$ cat config.mk
export PLATFORM = sky130hd
export DESIGN_NAME = enigma_ctrl_flat
export DESIGN_NICKNAME = d
export VERILOG_FILES = /design/src/rtl/enigma_pkg.sv /design/src/rtl/enigma_ctrl_if.sv /design/src/rtl/enigma_ctrl.sv /design/src/flat_wrapper.sv
export SDC_FILE = /design/constraint.sdc
export NUM_CORES = 1
export LEC_CHECK = 0
export CAP_MARGIN = 20
export CELL_PAD_IN_SITES_DETAIL_PLACEMENT = 1
export CELL_PAD_IN_SITES_GLOBAL_PLACEMENT = 1
export CORE_MARGIN = 2
export CORE_UTILIZATION = 26
export CTS_CLUSTER_SIZE = 40
export DETAILED_ROUTE_END_ITERATION = 12
export HOLD_SLACK_MARGIN = 0.15
export MAX_ROUTING_LAYER = met4
export PLACE_DENSITY_LB_ADDON = 0.1
export RECOVER_POWER = 50
export SETUP_SLACK_MARGIN = 0.05
export SKIP_LAST_GASP = 1
export SYNTH_ARGS = -nofsm -noshare
export SYNTH_HDL_FRONTEND = slang
export SYNTH_SLANG_ARGS = --single-unit
$ cat constraint.sdc
create_clock -name clk -period 1.8 [get_ports clk]
set_input_delay 0.27 -clock clk [delete_from_list [all_inputs] [get_ports clk]]
set_output_delay 0.27 -clock clk [all_outputs]
set_load 0.005 [all_outputs]
$ cat src/rtl/enigma_pkg.sv
// Shared types and constants for the Enigma front-end sequencer.
package enigma_pkg;

    typedef enum logic [1:0] {
        IDLE  = 2'd0,
        LOAD  = 2'd1,
        CRYPT = 2'd2
    } ctrl_state_e;

    localparam int TBL_DEPTH = 64;
    localparam int NUM_TBL   = 3;

    // Index of the final table entry across all three tables.
    localparam logic [7:0] LOAD_LAST = 8'd191;

    localparam logic [1:0] TBL_ROTA = 2'd0;
    localparam logic [1:0] TBL_ROTB = 2'd1;
    localparam logic [1:0] TBL_REFL = 2'd2;

endpackage

$ cat src/rtl/enigma_ctrl_if.sv
// Symbol stream, datapath feedback and strobe bundle around enigma_ctrl.
interface enigma_ctrl_if;
    logic       in_valid;
    logic [5:0] in_data;
    logic       crypt_mode;
    logic [5:0] rotorA_forward_out;
    logic [5:0] rotorB_backward_out;
    logic [5:0] rotorA_backward_out;
    logic       load;
    logic [1:0] table_idx;
    logic       encrypt;
    logic [5:0] code_in;
    logic [1:0] rotorA_shift_amount;
    logic       out_valid;
    logic [5:0] out_code;

    modport master (
        output in_valid, in_data, crypt_mode,
        output rotorA_forward_out, rotorB_backward_out, rotorA_backward_out,
        input  load, table_idx, encrypt, code_in, rotorA_shift_amount,
        input  out_valid, out_code
    );

    modport slave (
        input  in_valid, in_data, crypt_mode,
        input  rotorA_forward_out, rotorB_backward_out, rotorA_backward_out,
        output load, table_idx, encrypt, code_in, rotorA_shift_amount,
        output out_valid, out_code
    );
endinterface

$ cat src/rtl/enigma_ctrl.sv
// Enigma front-end sequencer: table-load strobes, encrypt strobes, rotorA shift.
// ENIGMA_CTRL_SHIFT_EN enables data-dependent rotorA rotation; otherwise it is held at 0.
module enigma_ctrl
    import enigma_pkg::*;
(
    input  logic         clk,
    input  logic         srst_n,
    enigma_ctrl_if.slave bus
);

    ctrl_state_e state_r;
    logic [7:0]  load_cnt_r;
    logic        loaded_r;
    logic        mode_q_r;
    logic        in_run_r;

    logic        load_s;
    logic        encrypt_s;
    logic        first_enc_s;
    logic        mode_eff_s;
    logic [1:0]  shift_s;

    // Strobe decode; the IDLE cycle already consumes the session's first symbol
    always_comb begin
        load_s    = 1'b0;
        encrypt_s = 1'b0;
        if (bus.in_valid) begin
            case (state_r)
                IDLE: begin
                    load_s    = ~loaded_r;
                    encrypt_s = loaded_r;
                end
                LOAD:    load_s    = 1'b1;
                CRYPT:   encrypt_s = 1'b1;
                default: begin
                    load_s    = 1'b0;
                    encrypt_s = 1'b0;
                end
            endcase
        end else begin
            load_s    = 1'b0;
            encrypt_s = 1'b0;
        end
    end

    // A run starts on any encrypt not preceded by an encrypt, so the mode is sampled live there
    assign first_enc_s = encrypt_s & ~in_run_r;
    assign mode_eff_s  = first_enc_s ? bus.crypt_mode : mode_q_r;

`ifdef ENIGMA_CTRL_SHIFT_EN
    logic unused_s;

    // Decrypt uses rotorB's backward output, which equals rotorA's image of the plaintext
    always_comb begin
        shift_s = 2'd0;
        if (encrypt_s) begin
            if (mode_eff_s) begin
                shift_s = bus.rotorA_forward_out[1:0];
            end else begin
                shift_s = bus.rotorB_backward_out[1:0];
            end
        end else begin
            shift_s = 2'd0;
        end
    end

    assign unused_s = ^{bus.rotorA_forward_out[5:2], bus.rotorB_backward_out[5:2]};
`else
    logic unused_s;

    assign shift_s  = 2'd0;
    assign unused_s = ^{bus.rotorA_forward_out, bus.rotorB_backward_out, mode_eff_s};
`endif

    assign bus.load                = load_s;
    assign bus.encrypt             = encrypt_s;
    assign bus.table_idx           = load_cnt_r[7:6];
    assign bus.code_in             = (load_s | encrypt_s) ? bus.in_data : 6'd0;
    assign bus.rotorA_shift_amount = shift_s;

    // Session FSM, table-load counter, run mode latch and registered datapath result
    always_ff @(posedge clk) begin
        if (!srst_n) begin
            state_r       <= IDLE;
            load_cnt_r    <= 8'd0;
            loaded_r      <= 1'b0;
            mode_q_r      <= 1'b1;
            in_run_r      <= 1'b0;
            bus.out_valid <= 1'b0;
            bus.out_code  <= 6'd0;
        end else begin
            case (state_r)
                IDLE: begin
                    if (bus.in_valid) begin
                        state_r <= loaded_r ? CRYPT : LOAD;
                    end
                end
                LOAD: begin
                    if (load_s && (load_cnt_r == LOAD_LAST)) begin
                        state_r <= CRYPT;
                    end
                end
                CRYPT: begin
                    if (!bus.in_valid) begin
                        state_r <= IDLE;
                    end
                end
                default: state_r <= IDLE;
            endcase

            if (load_s) begin
                if (load_cnt_r == LOAD_LAST) begin
                    load_cnt_r <= 8'd0;
                    loaded_r   <= 1'b1;
                end else begin
                    load_cnt_r <= load_cnt_r + 8'd1;
                end
            end

            if (first_enc_s) begin
                mode_q_r <= bus.crypt_mode;
            end

            in_run_r      <= encrypt_s;
            bus.out_valid <= encrypt_s;
            bus.out_code  <= encrypt_s ? bus.rotorA_backward_out : 6'd0;
        end
    end

endmodule

$ cat src/flat_wrapper.sv
// flat-port wrapper written by rule: the top's interface ports become plain ports
module enigma_ctrl_flat import enigma_pkg::*;
  (clk, srst_n, bus_in_valid, bus_in_data, bus_crypt_mode, bus_rotorA_forward_out, bus_rotorB_backward_out, bus_rotorA_backward_out, bus_load, bus_table_idx, bus_encrypt, bus_code_in, bus_rotorA_shift_amount, bus_out_valid, bus_out_code);
  enigma_ctrl_if bus_i ();
  input  logic clk;
  input  logic srst_n;
  input wire logic [$bits(bus_i.in_valid)-1:0] bus_in_valid;
  input wire logic [$bits(bus_i.in_data)-1:0] bus_in_data;
  input wire logic [$bits(bus_i.crypt_mode)-1:0] bus_crypt_mode;
  input wire logic [$bits(bus_i.rotorA_forward_out)-1:0] bus_rotorA_forward_out;
  input wire logic [$bits(bus_i.rotorB_backward_out)-1:0] bus_rotorB_backward_out;
  input wire logic [$bits(bus_i.rotorA_backward_out)-1:0] bus_rotorA_backward_out;
  output wire logic [$bits(bus_i.load)-1:0] bus_load;
  output wire logic [$bits(bus_i.table_idx)-1:0] bus_table_idx;
  output wire logic [$bits(bus_i.encrypt)-1:0] bus_encrypt;
  output wire logic [$bits(bus_i.code_in)-1:0] bus_code_in;
  output wire logic [$bits(bus_i.rotorA_shift_amount)-1:0] bus_rotorA_shift_amount;
  output wire logic [$bits(bus_i.out_valid)-1:0] bus_out_valid;
  output wire logic [$bits(bus_i.out_code)-1:0] bus_out_code;
  assign bus_i.in_valid = bus_in_valid;
  assign bus_i.in_data = bus_in_data;
  assign bus_i.crypt_mode = bus_crypt_mode;
  assign bus_i.rotorA_forward_out = bus_rotorA_forward_out;
  assign bus_i.rotorB_backward_out = bus_rotorB_backward_out;
  assign bus_i.rotorA_backward_out = bus_rotorA_backward_out;
  assign bus_load = bus_i.load;
  assign bus_table_idx = bus_i.table_idx;
  assign bus_encrypt = bus_i.encrypt;
  assign bus_code_in = bus_i.code_in;
  assign bus_rotorA_shift_amount = bus_i.rotorA_shift_amount;
  assign bus_out_valid = bus_i.out_valid;
  assign bus_out_code = bus_i.out_code;
  enigma_ctrl u_core (.clk(clk), .srst_n(srst_n), .bus(bus_i));
endmodule
* Word level (Yosys, flattened, before mapping)
Index checks and enable logic that the tools add are counted.
Widths: inputs -> output; s select.
** Operators by class
- Bitwise operators :: 2
- Reduce and logical (&&, ||, !) cells :: 5
- Mux-type cells :: 11
- Eq/ne operators :: 6
- Add/sub/neg operators :: 1
** Operators by type and width (count)
- $add 8x1->8 const B :: 1
- $eq 8x8->1 const B :: 1
- $mux 2 :: 4
- $mux 8 :: 1
- $mux 6 :: 1
- $pmux 2 s3 :: 1
- $ne 2x2->1 const B :: 2
- $pmux 1 s2 :: 2
- $reduce_and 2->1 :: 2
- $reduce_and 3->1 :: 1
- $eq 2x1->1 const B :: 1
- $eq 2x2->1 const B :: 1
- $logic_not 2->1 :: 1
- $mux 1 :: 2
- $ne 2x1->1 const B :: 1
- $logic_and 1x1->1 :: 1
- $not 1->1 :: 1
- $or 1x1->1 :: 1
** Word-level totals
- Bits of input ports :: 28
- Output and inout port bits :: 19
- Logic and storage cells :: 30
- Register bits :: 18

* Depth between registers and ports, before layout
- Word-level depth :: 6
- Mapped depth :: 5
- Gate-level depth less buffers :: 5

* Worst setup path before layout
No wires, ideal clock.
- Path type :: register to register
- Start point :: register u_core.state_r[1]
- End point :: register u_core.load_cnt_r[0]
- Slack :: 0.309 ns
- Required time :: 1.681 ns
- Period minus slack after synthesis :: 1.491 ns
- Setup time :: 0.119 ns
- Cell stages (with the launch flop) :: 6
- Data arrival time :: 1.372 ns
- Buffers on the path :: 1
- Cells stage by stage :: dfxtp_1 > nand2b_4 > buf_6 > or4_4 > o21ai_4 > nor2_1
** On the way
- Word-level cells in the longest chain between the ends :: 3
- Elaborated cells on any way between the ends :: 4
- Classes of those cells :: eq/ne (1); mux (2); reduce/logical (1)
** RTL lines
- start: declaration :: line enigma_ctrl.sv:11 : ctrl_state_e state_r;
- start signal: assignment :: line enigma_ctrl.sv:95 : state_r <= loaded_r ? CRYPT : LOAD;
- $eq 2x1->1 / $logic_not 2->1 (equally long branches) :: line enigma_ctrl.sv:28 : case (state_r)
- $pmux 1 s2 * :: line enigma_ctrl.sv:28
- $mux 1 * :: line enigma_ctrl.sv:27 : if (bus.in_valid) begin
- end signal: assignment :: line enigma_ctrl.sv:116 : load_cnt_r <= load_cnt_r + 8'd1;
- end: declaration :: line enigma_ctrl.sv:12 : logic [7:0] load_cnt_r;
Every way passes the cells marked *; elsewhere a longest branch is shown, timed or not.
A chain may end at the register's enable or synchronous reset.

* Final worst setup path
- Start point :: register u_core.state_r[0]
- End point :: register u_core.load_cnt_r[7]
Same word-level chain as after synthesis.

==> results.sh <==
export IMPL_setup_ws_ns=0.1246
export IMPL_synth_most_common_cell="dfxtp_1"
export IMPL_crit_top_cell="buf_4"
export IMPL_antennaDiodeCount=0
export IMPL_drt_drc_violations_left=0
export IMPL_ios=47
export IMPL_cp_max_fo=7
export IMPL_gp_congestion=0.7069
export IMPL_yosys_area_top_type_share_pct=44.65
export IMPL_dieWidth_um=59.72
export IMPL_min_path_type="in2reg"
export IMPL_crit_path_end_kind="register"
export IMPL_setup_viol=0
export IMPL_fin_nets=155
export IMPL_yosys_top_cells_area="dfxtp_1, and2_1, and3_1"
export IMPL_ys_flop_type="dfxtp_1"
export IMPL_clock_latency_ns=0.29
export IMPL_clock_root_buffer="clkbuf_4"
export IMPL_min_period_ns=1.675
export IMPL_grt_antenna_before_repair=0
export IMPL_area_delta_synth_final_pct=52.09
export IMPL_crit_slowest_cell="or4_4"
export IMPL_pwr_density_cell_nw_per_um2=623.5
export IMPL_num_vias=708
export IMPL_core_um2=3003
export IMPL_detail_route_first_pass_iterations=2
export IMPL_ys_seq_area_share_pct=44.65
export IMPL_yosysWarnings=0
export IMPL_grt_total_usage_pct=12.51
export IMPL_wl_per_cell_um=12.56
export IMPL_synth_edf_count=0
export IMPL_grt_pass1_vias=676
export IMPL_async_reset_ff_share_pct=0
export IMPL_clk_pin_slew_ns=0.11
export IMPL_skew_ns=0.002790
export IMPL_irDropWorstVdd_mv=0.2413
export IMPL_fin_cells=158
export IMPL_arrival_ns=1.87
export IMPL_register_area_um2=361.6
export IMPL_cts_buffer_depth=2
export IMPL_pre_cts_slack_ns=-0.2894
export IMPL_start_util_pct=26.88
export IMPL_path_cells="buf_4 -> nor2b_4 -> buf_4 -> or4_4 -> o21ai_4 -> nor2_1"
export IMPL_status="finished clean"
export IMPL_htree_levels=1
export IMPL_grt_pass1_wl_um=3229
export IMPL_cts_inserted_buffers=3
export IMPL_vias_per_cell=4.481
export IMPL_critPathTopFamily="simple AND/OR/NAND/NOR gates"
export IMPL_slew_violations=0
export IMPL_ys_seq_elements=18
export IMPL_ant_nets=0
export IMPL_first_iter_violations=5
export IMPL_grt_ovfl_total=0
export IMPL_netlist_instances=86
export IMPL_fillers=351
export IMPL_startpoint_type="register"
export IMPL_port_buffers=31
export IMPL_slowest_delay_ns=0.57
export IMPL_synthTopCellsByCount="dfxtp_1, and2_1, nor2_1"
export IMPL_grt_max_degree=13
export IMPL_hpwl_um=1523
export IMPL_crit_buf_inv=2
export IMPL_crit_required_ns=1.99
export IMPL_final_setup_tns_ns=0
export IMPL_drive_gt1_share_pct=18.40
export IMPL_hold_viol=0
export IMPL_place_inst=150
export IMPL_syn_area_um2=807.0
export IMPL_core_rowCount=20
export IMPL_yosysTopAreaCell="dfxtp_1"
export IMPL_synth_cell_types=30
export IMPL_tritoncts="built"
export IMPL_critPathKind="reg2reg"
export IMPL_drv_cap=0
export IMPL_syn_avg_cell_area_um2=9.384
export IMPL_grt_setup_unrepaired="false"
export IMPL_cts_sinks=18
export IMPL_die_area_um2=3566
export IMPL_reg2reg_slack_ns=0.12
export IMPL_total_leakage_power_nw=0.5466
export IMPL_multiInputGateArea_um2=406.6
export IMPL_layout_worst_path_cycle_share_pct=93.08
export IMPL_fmax_ghz=0.5969
export IMPL_die_h_um=59.72
export IMPL_routed_wl_um=1985
export IMPL_hold_buffers=0
## state kept, by name (all words and copies together), names as in the netlist
| register | cells |
|---|---|
| u_core.state_r | 2 |
| u_core.bus.out_code | 6 |
| u_core.loaded_r | 1 |
| u_core.load_cnt_r | 8 |
| u_core.bus.out_valid | 1 |
## tightest hold or removal path: stages
cell,delay (ns)
dlygate4sd2_1,0.26
nand3_1,0.07
o21ai_1,0.06
## layout by cell type, fill, tap and decap left out, types with 4 or more instances in the layout
cell,instances
xnor2_1,4
and3_1,6
dlygate4sd3_1,6
dlygate4sd2_1,8
nand2_1,5
dfxtp_1,17
buf_4,9
nor2_1,6
clkdlybuf4s50_1,16
and2_1,6
## metal layers
metal  routed length, um  GRT usage (%)  vias up
li1                    -              -      356
met1                 938          15.94      328
met2                 921          19.41       22
met3                 110          3.896        2
met4                  14          2.857        0
met5                   0              -        -
## metrics by stage
step	total power, mW	util (%)	hold WS [ns]	cell area, um^2
after CTS	0.7856	41.21	0.3952	1237
after global routing	0.8082	40.88	0.4288	1227
after global placement	0.5153	38.54	0.4977	1157
final	0.7653	40.88	0.4045	1227
after floorplan	0.4578	-	0.4074	810.8
after detailed placement	0.5170	38.54	0.5046	1157
## report_power, final
group,internal (mW),total [mW],switching (mW)
Combinational,0.0624,0.0985,0.0360
Clock,0.123,0.255,0.132
Sequential,0.406,0.411,0.00576
## path summary, 6_finish.rpt
check | startpoint | to | depth (start not counted)
setup / recovery | u_core.state_r[0] | u_core.load_cnt_r[7] | 6
hold / removal | bus_in_valid | u_core.state_r[0] | 3
setup reg to reg | u_core.state_r[0] | u_core.load_cnt_r[7] | 6
hold reg to reg | u_core.loaded_r | u_core.loaded_r | 1
## logic make-up after synthesis
group | share of synthesized area, %
buf+inv | 7.131
compound gates | 7.596
other cells | 0.4647
fa+ha+maj | 1.550
flops | 44.65
xor+xnor | 7.597
simple gates | 31.01
## timing repair
item,4_1_cts,5_1_grt
endpoints found under the setup margin,8,1
resized for setup,17,1
buffers inserted,4,0
gates cloned,0,0
hold endpoints to repair,0,0
## cell type report
class,count,share of cell area [%]
inverters,2,0.6116
multi-input cells,60,33.13
repair buffers,41,30.48
flip-flops and latches,18,29.46
well taps,33,3.364
clock buffers,4,2.956
Power figures use the tool's default switching activity.
